[config.mk]
export PLATFORM = sky130hd
export DESIGN_NAME = st_align
export DESIGN_NICKNAME = d
export VERILOG_FILES = /design/src/rtl/st_align_pkg.sv /design/src/rtl/st_align_shf.sv /design/src/rtl/st_align.sv
export SDC_FILE = /design/constraint.sdc
export NUM_CORES = 1
export LEC_CHECK = 0
export CELL_PAD_IN_SITES_DETAIL_PLACEMENT = 1
export CELL_PAD_IN_SITES_GLOBAL_PLACEMENT = 1
export CORE_UTILIZATION = 41
export CTS_CLUSTER_SIZE = 16
export DETAILED_ROUTE_END_ITERATION = 8
export PLACE_DENSITY = 0.84
export SLEW_MARGIN = 10
export SYNTH_ARGS = -nofsm -noshare
export SYNTH_HDL_FRONTEND = slang
export SYNTH_HIERARCHICAL = 1
export SYNTH_SLANG_ARGS = --single-unit
[constraint.sdc]
create_clock -name clk -period 4.21 [get_ports clk]
set_input_delay 0.842 -clock clk [delete_from_list [all_inputs] [get_ports clk]]
set_output_delay 0.842 -clock clk [all_outputs]
set_load 0.02 [all_outputs]
[src/rtl/st_align_pkg.sv]
// Shared definitions for the store-data aligner: size encodings, bank geometry,
// FSM state encoding and the size-to-byte-count decode.
package st_align_pkg;

  localparam logic [3:0] SZ_B = 4'b0001;
  localparam logic [3:0] SZ_H = 4'b0010;
  localparam logic [3:0] SZ_W = 4'b0100;
  localparam logic [3:0] SZ_D = 4'b1000;

  localparam int BANK_BYTES = 16;

  typedef enum logic [1:0] {
    ST_IDLE = 2'd0,
    ST_B0   = 2'd1,
    ST_B1   = 2'd2
  } state_e;

  // Highest set size bit wins; an all-zero size is a zero-byte store.
  function automatic logic [3:0] sz2bytes(input logic [3:0] sz);
    if ((sz & SZ_D) != 4'b0)      return 4'd8;
    else if ((sz & SZ_W) != 4'b0) return 4'd4;
    else if ((sz & SZ_H) != 4'b0) return 4'd2;
    else if ((sz & SZ_B) != 4'b0) return 4'd1;
    else                          return 4'd0;
  endfunction

endpackage

[src/rtl/st_align_shf.sv]
// Byte-granular left shifter for store data and its byte mask: a 1-byte fine
// stage followed by an 8-position coarse stage in 2-byte steps.
module st_align_shf
  import st_align_pkg::*;
#(
  parameter int DWIDTH = 64,
  parameter int LWIDTH = 128
) (
  input  logic [DWIDTH-1:0]              data,
  input  logic [3:0]                     nbytes,
  input  logic [3:0]                     off,
  output logic [LWIDTH+DWIDTH-1:0]       w,
  output logic [(LWIDTH+DWIDTH)/8-1:0]   m
);

  localparam int WW = LWIDTH + DWIDTH;
  localparam int MW = WW / 8;
  localparam int DB = DWIDTH / 8;

  logic [WW-1:0] w_base, w_fine;
  logic [MW-1:0] m_base, m_fine;

  // NOTE: every output of this block is assigned a default first, so no
  // path through the loops or conditionals can infer a latch.
  always_comb begin
    w_base = '0;
    m_base = '0;
    // Bytes above the store size are dropped so disabled lanes stay zero.
    for (int i = 0; i < DB; i++) begin
      if (4'(i) < nbytes) begin
        m_base[i]          = 1'b1;
        w_base[i*8 +: 8]   = data[i*8 +: 8];
      end
    end

    w_fine = off[0] ? {w_base[WW-9:0], 8'b0} : w_base;
    m_fine = off[0] ? {m_base[MW-2:0], 1'b0} : m_base;

    w = '0;
    m = '0;
    for (int k = 0; k < BANK_BYTES / 2; k++) begin
      if (off[3:1] == 3'(k)) begin
        w = w_fine << (16 * k);
        m = m_fine << (2 * k);
      end
    end
  end

endmodule

[src/rtl/st_align.sv]
// Store-data aligner: places a right-justified store operand into its bank
// lanes and splits bank-crossing stores into two output beats.
module st_align
  import st_align_pkg::*;
#(
  parameter int DWIDTH = 64,
  parameter int LWIDTH = 128,
  parameter int TAGW   = 9
) (
  input  logic                 clk,
  input  logic                 rst,
  input  logic                 in_vld,
  output logic                 in_rdy,
  input  logic [DWIDTH-1:0]    in_data,
  input  logic [3:0]           in_sz,
  input  logic [3:0]           in_off,
  input  logic [TAGW-1:0]      in_tag,
  output logic                 out_vld,
  input  logic                 out_rdy,
  output logic [LWIDTH-1:0]    out_data,
  output logic [LWIDTH/8-1:0]  out_ben,
  output logic [TAGW-1:0]      out_tag,
  output logic                 out_hi,
  output logic                 out_last
);

  localparam int LB = LWIDTH / 8;
  localparam int DB = DWIDTH / 8;

  state_e              state_q, state_d;
  logic [LWIDTH-1:0]   data_q, data_d;
  logic [LB-1:0]       ben_q, ben_d;
  logic [TAGW-1:0]     tag_q, tag_d;
  logic                split_q, split_d;
  logic [DWIDTH-1:0]   hi_data_q, hi_data_d;
  logic [DB-1:0]       hi_ben_q, hi_ben_d;

  logic [3:0]               nbytes;
  logic                     split;
  logic [LWIDTH+DWIDTH-1:0] w;
  logic [LB+DB-1:0]         m;
  logic                     accept;

  assign nbytes = sz2bytes(in_sz);
  assign split  = ({1'b0, in_off} + {1'b0, nbytes}) > 5'd16;

  st_align_shf #(.DWIDTH(DWIDTH), .LWIDTH(LWIDTH)) u_shf (
    .data   (in_data),
    .nbytes (nbytes),
    .off    (in_off),
    .w      (w),
    .m      (m)
  );

  // Ready depends on out_rdy only, never on in_vld; held low during reset.
  assign in_rdy = rst & ((state_q == ST_IDLE) |
                         (out_rdy & ((state_q == ST_B1) |
                                     ((state_q == ST_B0) & ~split_q))));
  assign accept = in_vld & in_rdy;

  always_comb begin
    state_d   = state_q;
    data_d    = data_q;
    ben_d     = ben_q;
    tag_d     = tag_q;
    split_d   = split_q;
    hi_data_d = hi_data_q;
    hi_ben_d  = hi_ben_q;

    case (state_q)
      ST_B0: begin
        if (out_rdy) begin
          if (split_q) begin
            state_d           = ST_B1;
            data_d            = '0;
            data_d[DWIDTH-1:0] = hi_data_q;
            ben_d             = '0;
            ben_d[DB-1:0]     = hi_ben_q;
          end else begin
            state_d = ST_IDLE;
          end
        end
      end
      ST_B1: if (out_rdy) state_d = ST_IDLE;
      default: ;
    endcase

    // A new request only gets in when the held beat is free, so it overrides.
    if (accept) begin
      state_d   = ST_B0;
      data_d    = w[LWIDTH-1:0];
      ben_d     = m[LB-1:0];
      tag_d     = in_tag;
      split_d   = split;
      hi_data_d = w[LWIDTH+DWIDTH-1:LWIDTH];
      hi_ben_d  = m[LB+DB-1:LB];
    end
  end

  // NOTE: sequential state uses non-blocking assignments so every flop samples
  // the pre-edge values; the output register is cleared so nothing stale is
  // visible after reset.
  always_ff @(posedge clk) begin
    if (!rst) begin
      state_q   <= ST_IDLE;
      data_q    <= '0;
      ben_q     <= '0;
      tag_q     <= '0;
      split_q   <= 1'b0;
      hi_data_q <= '0;
      hi_ben_q  <= '0;
    end else begin
      state_q   <= state_d;
      data_q    <= data_d;
      ben_q     <= ben_d;
      tag_q     <= tag_d;
      split_q   <= split_d;
      hi_data_q <= hi_data_d;
      hi_ben_q  <= hi_ben_d;
    end
  end

  assign out_vld  = (state_q != ST_IDLE);
  assign out_hi   = (state_q == ST_B1);
  assign out_last = (state_q == ST_B1) | ((state_q == ST_B0) & ~split_q);
  assign out_data = data_q;
  assign out_ben  = ben_q;
  assign out_tag  = tag_q;

endmodule

* After elaboration in Yosys (flattened, before gate mapping) *
Cells that the tools add are included.

operators by class
  eq/ne operators = 13
  bitwise gates (word level) = 8
  reduce and logical (&&, ||, !) cells = 12
  shift-type cells = 0
  multiply operators = 0
  divide/modulo/power cells = 0
  mux-type cells = 51
  add/sub/neg operators = 1
  $lt $le $gt $ge = 9

operator list
  cell                                                                         number
  192-bit two-way mux                                                          8
  128-bit two-way mux                                                          4
  24-bit two-way mux                                                           8
  72-bit two-way mux                                                           1
  16-bit two-way mux                                                           4
  8-bit two-way mux                                                            8
  3-bit by 4-bit less-than comparator with 1-bit output, first input constant  4
  3-bit == test, second input constant                                         4
  1-bit two-way mux                                                            10
  2-bit nonzero test                                                           5
  9-bit two-way mux                                                            1
  3-bit AND reduction                                                          3
  1-bit by 4-bit less-than comparator with 1-bit output, first input constant  2
  2-bit by 4-bit less-than comparator with 1-bit output, first input constant  2
  2-bit two-way mux                                                            4
  4-bit two-way mux                                                            2
  3-bit by 2-bit == test with 1-bit output, second input constant              2
  4-bit by 4-bit adder with 5-bit output                                       1
  5-bit > comparator, second input constant                                    1
  1-bit AND                                                                    4
  2-bit != test, second input constant                                         2
  2-bit one-hot mux with 2 select lines                                        1
  3-bit by 1-bit == test with 1-bit output, second input constant              1
  3-bit zero test                                                              1
  other kinds (9)                                                              11

storage, ports and cells
  memories = 0
  bits in read-only memories = 0
  bits in latches = 0
  flip-flop bits (word level) = 228
  input port bits = 85
  memory bits (writable) = 0
  output and inout port bits = 157
  logic and storage cells = 102

* Logic depth before layout (Yosys ltp) *
  word-level depth = 16
  depth in mapped cells = 12
  mapped depth without buffers = 9

* Modules after synthesis *
The synthesis kept the hierarchy.

modules (own cells, without submodules)
  module        sequential area each (um2)  area an instance (um2)  cells each  instances
  st_align      4564.4                      10253.6                 1156        1
  st_align_shf  0.0                         6383.6                  947         1

* Least setup slack after synthesis *
OpenSTA, ideal clock, no wires.

  kind = input-to-reg
  start = input port in_sz[2]
  end = register data_q[108], in the netlist out_data[108]
  data required time = 4.152 ns
  path buffers = 1
  arrival = 3.359 ns
  stages on the path = 8
  path slack = 0.792 ns
  library setup time = 0.058 ns
  cell sequence = nor4b_1 buf_6 nand3_2 a311oi_4 a221oi_2 a221oi_2 and3_1 o21a_1

on the way
  word-level cells in the longest chain between the ends = 11
  elaborated cells between the ends (all ways) = 25
  classes of those cells = 8 x order compare; 17 x mux

RTL lines
  item                                                   RTL line            text
  start, declared                                        st_align.sv:15      input logic [3:0] in_sz,
  4-bit two-way mux *                                    st_align_pkg.sv:21  else if ((sz & SZ_W) != 4'b0) return 4'd4;
  4-bit two-way mux *                                    st_align_pkg.sv:20  if ((sz & SZ_D) != 4'b0) return 4'd8;
  3-bit by 4-bit less-than comparator with 1-bit output  st_align_shf.sv:30  if (4'(i) < nbytes) begin
  8-bit two-way mux                                      st_align_shf.sv:30
  72-bit two-way mux *                                   st_align_shf.sv:36  w_fine = off[0] ? {w_base[WW-9:0], 8'b0} : w_base;
  192-bit two-way mux (3 in a row)                       st_align_shf.sv:42  if (off[3:1] == 3'(k)) begin
  192-bit two-way mux * (2 in a row)                     st_align_shf.sv:42
  via w[108]                                             st_align.sv:40      logic [LWIDTH+DWIDTH-1:0] w;
  128-bit two-way mux *                                  st_align.sv:89      if (accept) begin
  end signal, assigned                                   st_align.sv:114     data_q <= data_d;
  end, declared                                          st_align.sv:31      logic [LWIDTH-1:0] data_q, data_d;

Mark *: on every way through the listed nets, which the timed path passes. The rest lies on a longest branch.
A chain may end at the register's enable or synchronous reset.

* Worst setup path in the final report *
  start = input port in_sz[2]
  end = register data_q[55], in the netlist out_data[55]

on the way
  word-level cells in the longest chain between the ends = 14
  elaborated cells between the ends (all ways) = 26
  classes of those cells = 7 x order compare; 19 x mux

RTL lines
  item                                                   RTL line            text
  4-bit two-way mux *                                    st_align_pkg.sv:21
  4-bit two-way mux *                                    st_align_pkg.sv:20
  via nbytes[0]                                          st_align.sv:38      logic [3:0] nbytes;
  3-bit by 4-bit less-than comparator with 1-bit output  st_align_shf.sv:30
  8-bit two-way mux                                      st_align_shf.sv:30
  72-bit two-way mux *                                   st_align_shf.sv:36
  192-bit two-way mux (3 in a row)                       st_align_shf.sv:42
  192-bit two-way mux * (5 in a row)                     st_align_shf.sv:42
  via w[55]                                              st_align.sv:40
  128-bit two-way mux *                                  st_align.sv:89

Marked as above.

==> impl_results.html <==
<table>
<tr><th>Metric</th><th>Value</th></tr>
<tr><th colspan="2">Run status</th></tr>
<tr><td>Status</td><td>finished, final reports clean</td></tr>
<tr><th colspan="2">Clocking</th></tr>
<tr><td>Post-CTS resize count</td><td>0</td></tr>
<tr><td>Clock network latency to the later pin of the worst-skew pair</td><td>0.59 ns</td></tr>
<tr><td>Number of clock buffers inserted by TritonCTS</td><td>26</td></tr>
<tr><td>Hold bufs inserted after CTS</td><td>0</td></tr>
<tr><td>Postcts setup bufs</td><td>0</td></tr>
<tr><td>Clock net sink count</td><td>228</td></tr>
<tr><td>Clock tree root buffer cell</td><td>sky130_fd_sc_hd__clkbuf_16</td></tr>
<tr><td>Max Root-Sink Buffers</td><td>3</td></tr>
<tr><td>H-Tree Level Count</td><td>1</td></tr>
<tr><td>TritonCTS clock tree</td><td>yes</td></tr>
<tr><td>Register clock-pin slew on the reported worst setup and hold paths</td><td>0.06 ns</td></tr>
<tr><th colspan="2">Setup path</th></tr>
<tr><td>Maximum single-stage delay on the critical path</td><td>0.63 ns</td></tr>
<tr><td>Cells traversed along the worst timing path</td><td>clkdlybuf4s50_1 &gt; nor4b_2 &gt; buf_12 &gt; a211o_2 &gt; buf_4 &gt; a32o_1 &gt; o21ai_1 &gt; a221oi_1 &gt; buf_4 &gt; o311a_1</td></tr>
<tr><td>Setup Crit Path Kind</td><td>input port to register</td></tr>
<tr><td>CP Launch Type</td><td>input port</td></tr>
<tr><td>Nature of the critical path endpoint</td><td>register</td></tr>
<tr><td>CP required</td><td>4.75 ns</td></tr>
<tr><td>Most frequent cell on the critical path</td><td>sky130_fd_sc_hd__buf_4</td></tr>
<tr><td>Highest net fanout along the worst path</td><td>15</td></tr>
<tr><td>Data arrival time of the critical path</td><td>4.12 ns</td></tr>
<tr><td>Cell family with the largest share of critical-path delay</td><td>compound AO/OA/AOI/OAI gates</td></tr>
<tr><td>Slowest library cell on the worst path</td><td>sky130_fd_sc_hd__a221oi_1</td></tr>
<tr><td>Buffers and inverters on the worst path</td><td>4</td></tr>
<tr><td>Slack of the worst reg-to-reg path</td><td>1.78 ns</td></tr>
<tr><th colspan="2">Routing</th></tr>
<tr><td>Detailed-route wire length per cell</td><td>35.1 um</td></tr>
<tr><td>Wire length on met2</td><td>42.5 mm</td></tr>
<tr><td>Detailed router's first-iteration violation count</td><td>2272</td></tr>
<tr><td>Routed vias</td><td>20200</td></tr>
<tr><td>Number of antenna-violating nets in the routed design</td><td>0</td></tr>
<tr><td>Number of vias per cell after detailed routing</td><td>7.18</td></tr>
<tr><td>Topmost layer with routed signal wires</td><td>met5</td></tr>
<tr><td>Post-Route M1 WL</td><td>38.4 mm</td></tr>
<tr><td>Met3 Routed Length</td><td>10.1 mm</td></tr>
<tr><td>Wirelength, routed</td><td>98.5 mm</td></tr>
<tr><td>Router iterations before antenna repair</td><td>6</td></tr>
<tr><td>Residual DRC count</td><td>0</td></tr>
<tr><th colspan="2">STA</th></tr>
<tr><td>Fmax</td><td>279 MHz</td></tr>
<tr><td>Worst Skew</td><td>0.0455 ns</td></tr>
<tr><td>Time the worst path needs with I/O delays and setup</td><td>3.59 ns</td></tr>
<tr><td>Sum Neg Setup Slack</td><td>0 ns</td></tr>
<tr><td>Headroom to the max-slew limit</td><td>0.250</td></tr>
<tr><td>Post-route fraction of the period consumed by the critical path</td><td>0.852</td></tr>
<tr><td>Number of setup violations in the final report</td><td>0</td></tr>
<tr><td>Pin slew with the least headroom to its limit</td><td>1.12 ns</td></tr>
<tr><td>RSZ-0062 raised after global routing</td><td>no</td></tr>
<tr><td>Slack of the critical path</td><td>0.622 ns</td></tr>
<tr><td>Hold violation total from the final report</td><td>0</td></tr>
<tr><td>Max-slew violations</td><td>0</td></tr>
<tr><th colspan="2">Place</th></tr>
<tr><td>Routability cong.</td><td>1.09</td></tr>
<tr><td>Port Buf Inserts</td><td>241</td></tr>
<tr><td>Estimated wirelength of the detail-placed design</td><td>69.7 mm</td></tr>
<tr><td>Worst Setup Slack post-DPL</td><td>0.208 ns</td></tr>
<tr><th colspan="2">Global routing</th></tr>
<tr><td>Total gr overflow</td><td>0</td></tr>
<tr><td>Initial antenna violation count</td><td>6</td></tr>
<tr><td>Wire length of the first global-routing pass</td><td>141 mm</td></tr>
<tr><td>Global router's overall resource usage</td><td>0.462</td></tr>
<tr><td>Number of global-route vias before repair</td><td>19900</td></tr>
<tr><td>Pin count of the biggest net entering global routing</td><td>227</td></tr>
<tr><th colspan="2">Synth</th></tr>
<tr><td>Count of distinct cell types in the synthesized netlist</td><td>92</td></tr>
<tr><td>Number of cells produced by synthesis</td><td>2103</td></tr>
<tr><td>Register area share after synthesis</td><td>0.274</td></tr>
<tr><td>Netlist area before placement</td><td>16600 um2</td></tr>
<tr><td>Flip-flop and latch count after synthesis</td><td>228</td></tr>
<tr><td>Average instance area after synthesis</td><td>7.91 um2</td></tr>
<tr><td>Fraction of synthesis flops using an asynchronous set or reset pin</td><td>0</td></tr>
<tr><td>Most instantiated flip-flop cell in the synthesis netlist</td><td>sky130_fd_sc_hd__dfxtp_1</td></tr>
<tr><td>Total number of yosys warnings</td><td>6</td></tr>
<tr><td>Number of enable flip-flop cells after synthesis</td><td>0</td></tr>
<tr><th colspan="2">Finish</th></tr>
<tr><td>Fraction of layout instances using a drive strength above 1</td><td>0.127</td></tr>
<tr><td>Area growth from synthesis to layout</td><td>23.1%</td></tr>
<tr><td>Most common library cell in the layout ignoring fill and taps</td><td>sky130_fd_sc_hd__clkdlybuf4s50_1</td></tr>
<tr><td>Net count reported at finish</td><td>2353</td></tr>
<tr><td>Most frequent cells in the layout</td><td>sky130_fd_sc_hd__clkdlybuf4s50_1, sky130_fd_sc_hd__dfxtp_1, sky130_fd_sc_hd__a21oi_1</td></tr>
<tr><td>Number of inserted filler cells in the final layout</td><td>4726</td></tr>
<tr><th colspan="2">Floorplan</th></tr>
<tr><td>Initial core utilization</td><td>0.417</td></tr>
<tr><td>Die X-Extent</td><td>203 um</td></tr>
<tr><td>Ports</td><td>242</td></tr>
<tr><td>Core footprint</td><td>39900 um2</td></tr>
<tr><td>Area enclosed by the die boundary</td><td>41400 um2</td></tr>
<tr><td>Number of standard-cell rows in the floorplan</td><td>73</td></tr>
<tr><td>Die height</td><td>203 um</td></tr>
<tr><th colspan="2">Power and ir drop</th></tr>
<tr><td>Largest vdd supply drop</td><td>372 uV</td></tr>
<tr><td>Total power of the final layout</td><td>6.81 mW</td></tr>
<tr><td>Leak pwr</td><td>7.90 nW</td></tr>
<tr><td>Total power per unit cell area</td><td>332 nW/um2</td></tr>
<tr><th colspan="2">Job</th></tr>
<tr><td>Max capacitance violation total</td><td>0</td></tr>
<tr><th colspan="2">Worst hold path</th></tr>
<tr><td>Worst Hold Class</td><td>register to register</td></tr>
</table>
kinds of logic after synthesis:
kind of cell / Yosys count / synth area share
compound gates: 929 / 0.389
xor+xnor: 2 / 0.00105
fa+ha+maj: 7 / 0.00541
buf+inv: 298 / 0.0936
flops: 228 / 0.274
mux: 126 / 0.0781
other cells: 1 / 0.000225
simple gates: 512 / 0.158
tightest hold or removal path, delay by kind of cell, from the launching register on:
family / cells / cell delay [ns]
AO/OA/AOI/OAI: 2 / 0.14
flip-flops: 1 / 0.31
cell usage after synthesis, types with 12 or more instances:
cell type                  count  share of area
sky130_fd_sc_hd__dfxtp_1     228           0.27
sky130_fd_sc_hd__a21oi_1     227          0.068
sky130_fd_sc_hd__o21ai_0     155          0.047
sky130_fd_sc_hd__nand2_1     146          0.033
sky130_fd_sc_hd__clkbuf_1    137          0.031
sky130_fd_sc_hd__nand3_1     110          0.033
sky130_fd_sc_hd__mux2i_1     104          0.063
sky130_fd_sc_hd__and3_1       90          0.034
sky130_fd_sc_hd__o21a_1       80          0.036
sky130_fd_sc_hd__o311a_1      80          0.048
sky130_fd_sc_hd__o21ai_1      71          0.021
sky130_fd_sc_hd__o22ai_1      68          0.026
sky130_fd_sc_hd__buf_2        64          0.019
sky130_fd_sc_hd__nor2_1       64          0.014
sky130_fd_sc_hd__a22oi_1      34          0.015
sky130_fd_sc_hd__buf_6        33          0.022
sky130_fd_sc_hd__a221oi_1     26          0.014
sky130_fd_sc_hd__a32oi_1      26          0.014
sky130_fd_sc_hd__buf_4        25          0.011
sky130_fd_sc_hd__a31oi_1      24         0.0090
sky130_fd_sc_hd__inv_1        21         0.0047
sky130_fd_sc_hd__mux2_2       21          0.014
sky130_fd_sc_hd__nor4_1       20         0.0075
sky130_fd_sc_hd__nor3_1       19         0.0057
sky130_fd_sc_hd__a32o_1       18          0.011
sky130_fd_sc_hd__a221o_1      15         0.0090
sky130_fd_sc_hd__o221ai_1     13         0.0068
sky130_fd_sc_hd__buf_1        12         0.0027
sky130_fd_sc_hd__o211ai_1     12         0.0054
final cells by class:
cell class | count | area (um2) | area share
multi-input cells | 1585 | 10600 | 0.516
flip-flops and latches | 228 | 4560 | 0.223
repair buffers | 396 | 3730 | 0.182
clock buffers | 34 | 711 | 0.0347
well taps | 525 | 657 | 0.0321
clock inverters | 12 | 135 | 0.00660
inverters | 26 | 110 | 0.00538
diodes | 2 | 5.00 | 0.000244
metrics by stage:
stage	instances	utilization	hold slack (ns)	area, um2
4_1_cts	2806	0.513	0.486	20500
6_report	2808	0.513	0.486	20500
3_5_place_dp	2760	0.492	0.476	19600
5_1_grt	2806	0.513	0.507	20500
3_3_place_gp	2760	0.492	0.460	19600
2_1_floorplan	2111	-	0.453	16700
report_power, final:
part           total [mW]  switching, mW  internal [mW]
Sequential           2.35         0.0883           2.26
Combinational        2.11           1.40          0.706
Clock                2.35           1.04           1.32
Total                6.81           2.52           4.29
flip-flops by register name, summed over array words and instances, names as in the netlist:
| register | cells |
|---|---|
| out_data | 128 |
| out_tag | 9 |
| hi_data_q | 64 |
| hi_ben_q | 8 |
| out_ben | 16 |
| state_q | 2 |
| split_q | 1 |
path summary, 6_finish.rpt:
kind	start	end	cells after the start
setup / recovery	in_sz[2]	out_data[55]$_SDFFE_PN0P_	10
hold / removal	hi_data_q[15]$_SDFFE_PN0P_	hi_data_q[15]$_SDFFE_PN0P_	2
setup reg to reg	state_q[1]$_SDFFE_PP0P_	out_data[82]$_SDFFE_PN0P_	6
hold reg to reg	hi_data_q[15]$_SDFFE_PN0P_	hi_data_q[15]$_SDFFE_PN0P_	2
routing by layer:
metal / track usage / up-vias
met5: 0.00357 / -
met4: 0.298 / 6
met3: 0.113 / 395
met2: 0.703 / 1379
met1: 0.581 / 10000
li1: - / 8378
No activity file was read; power rests on OpenSTA's default activity.
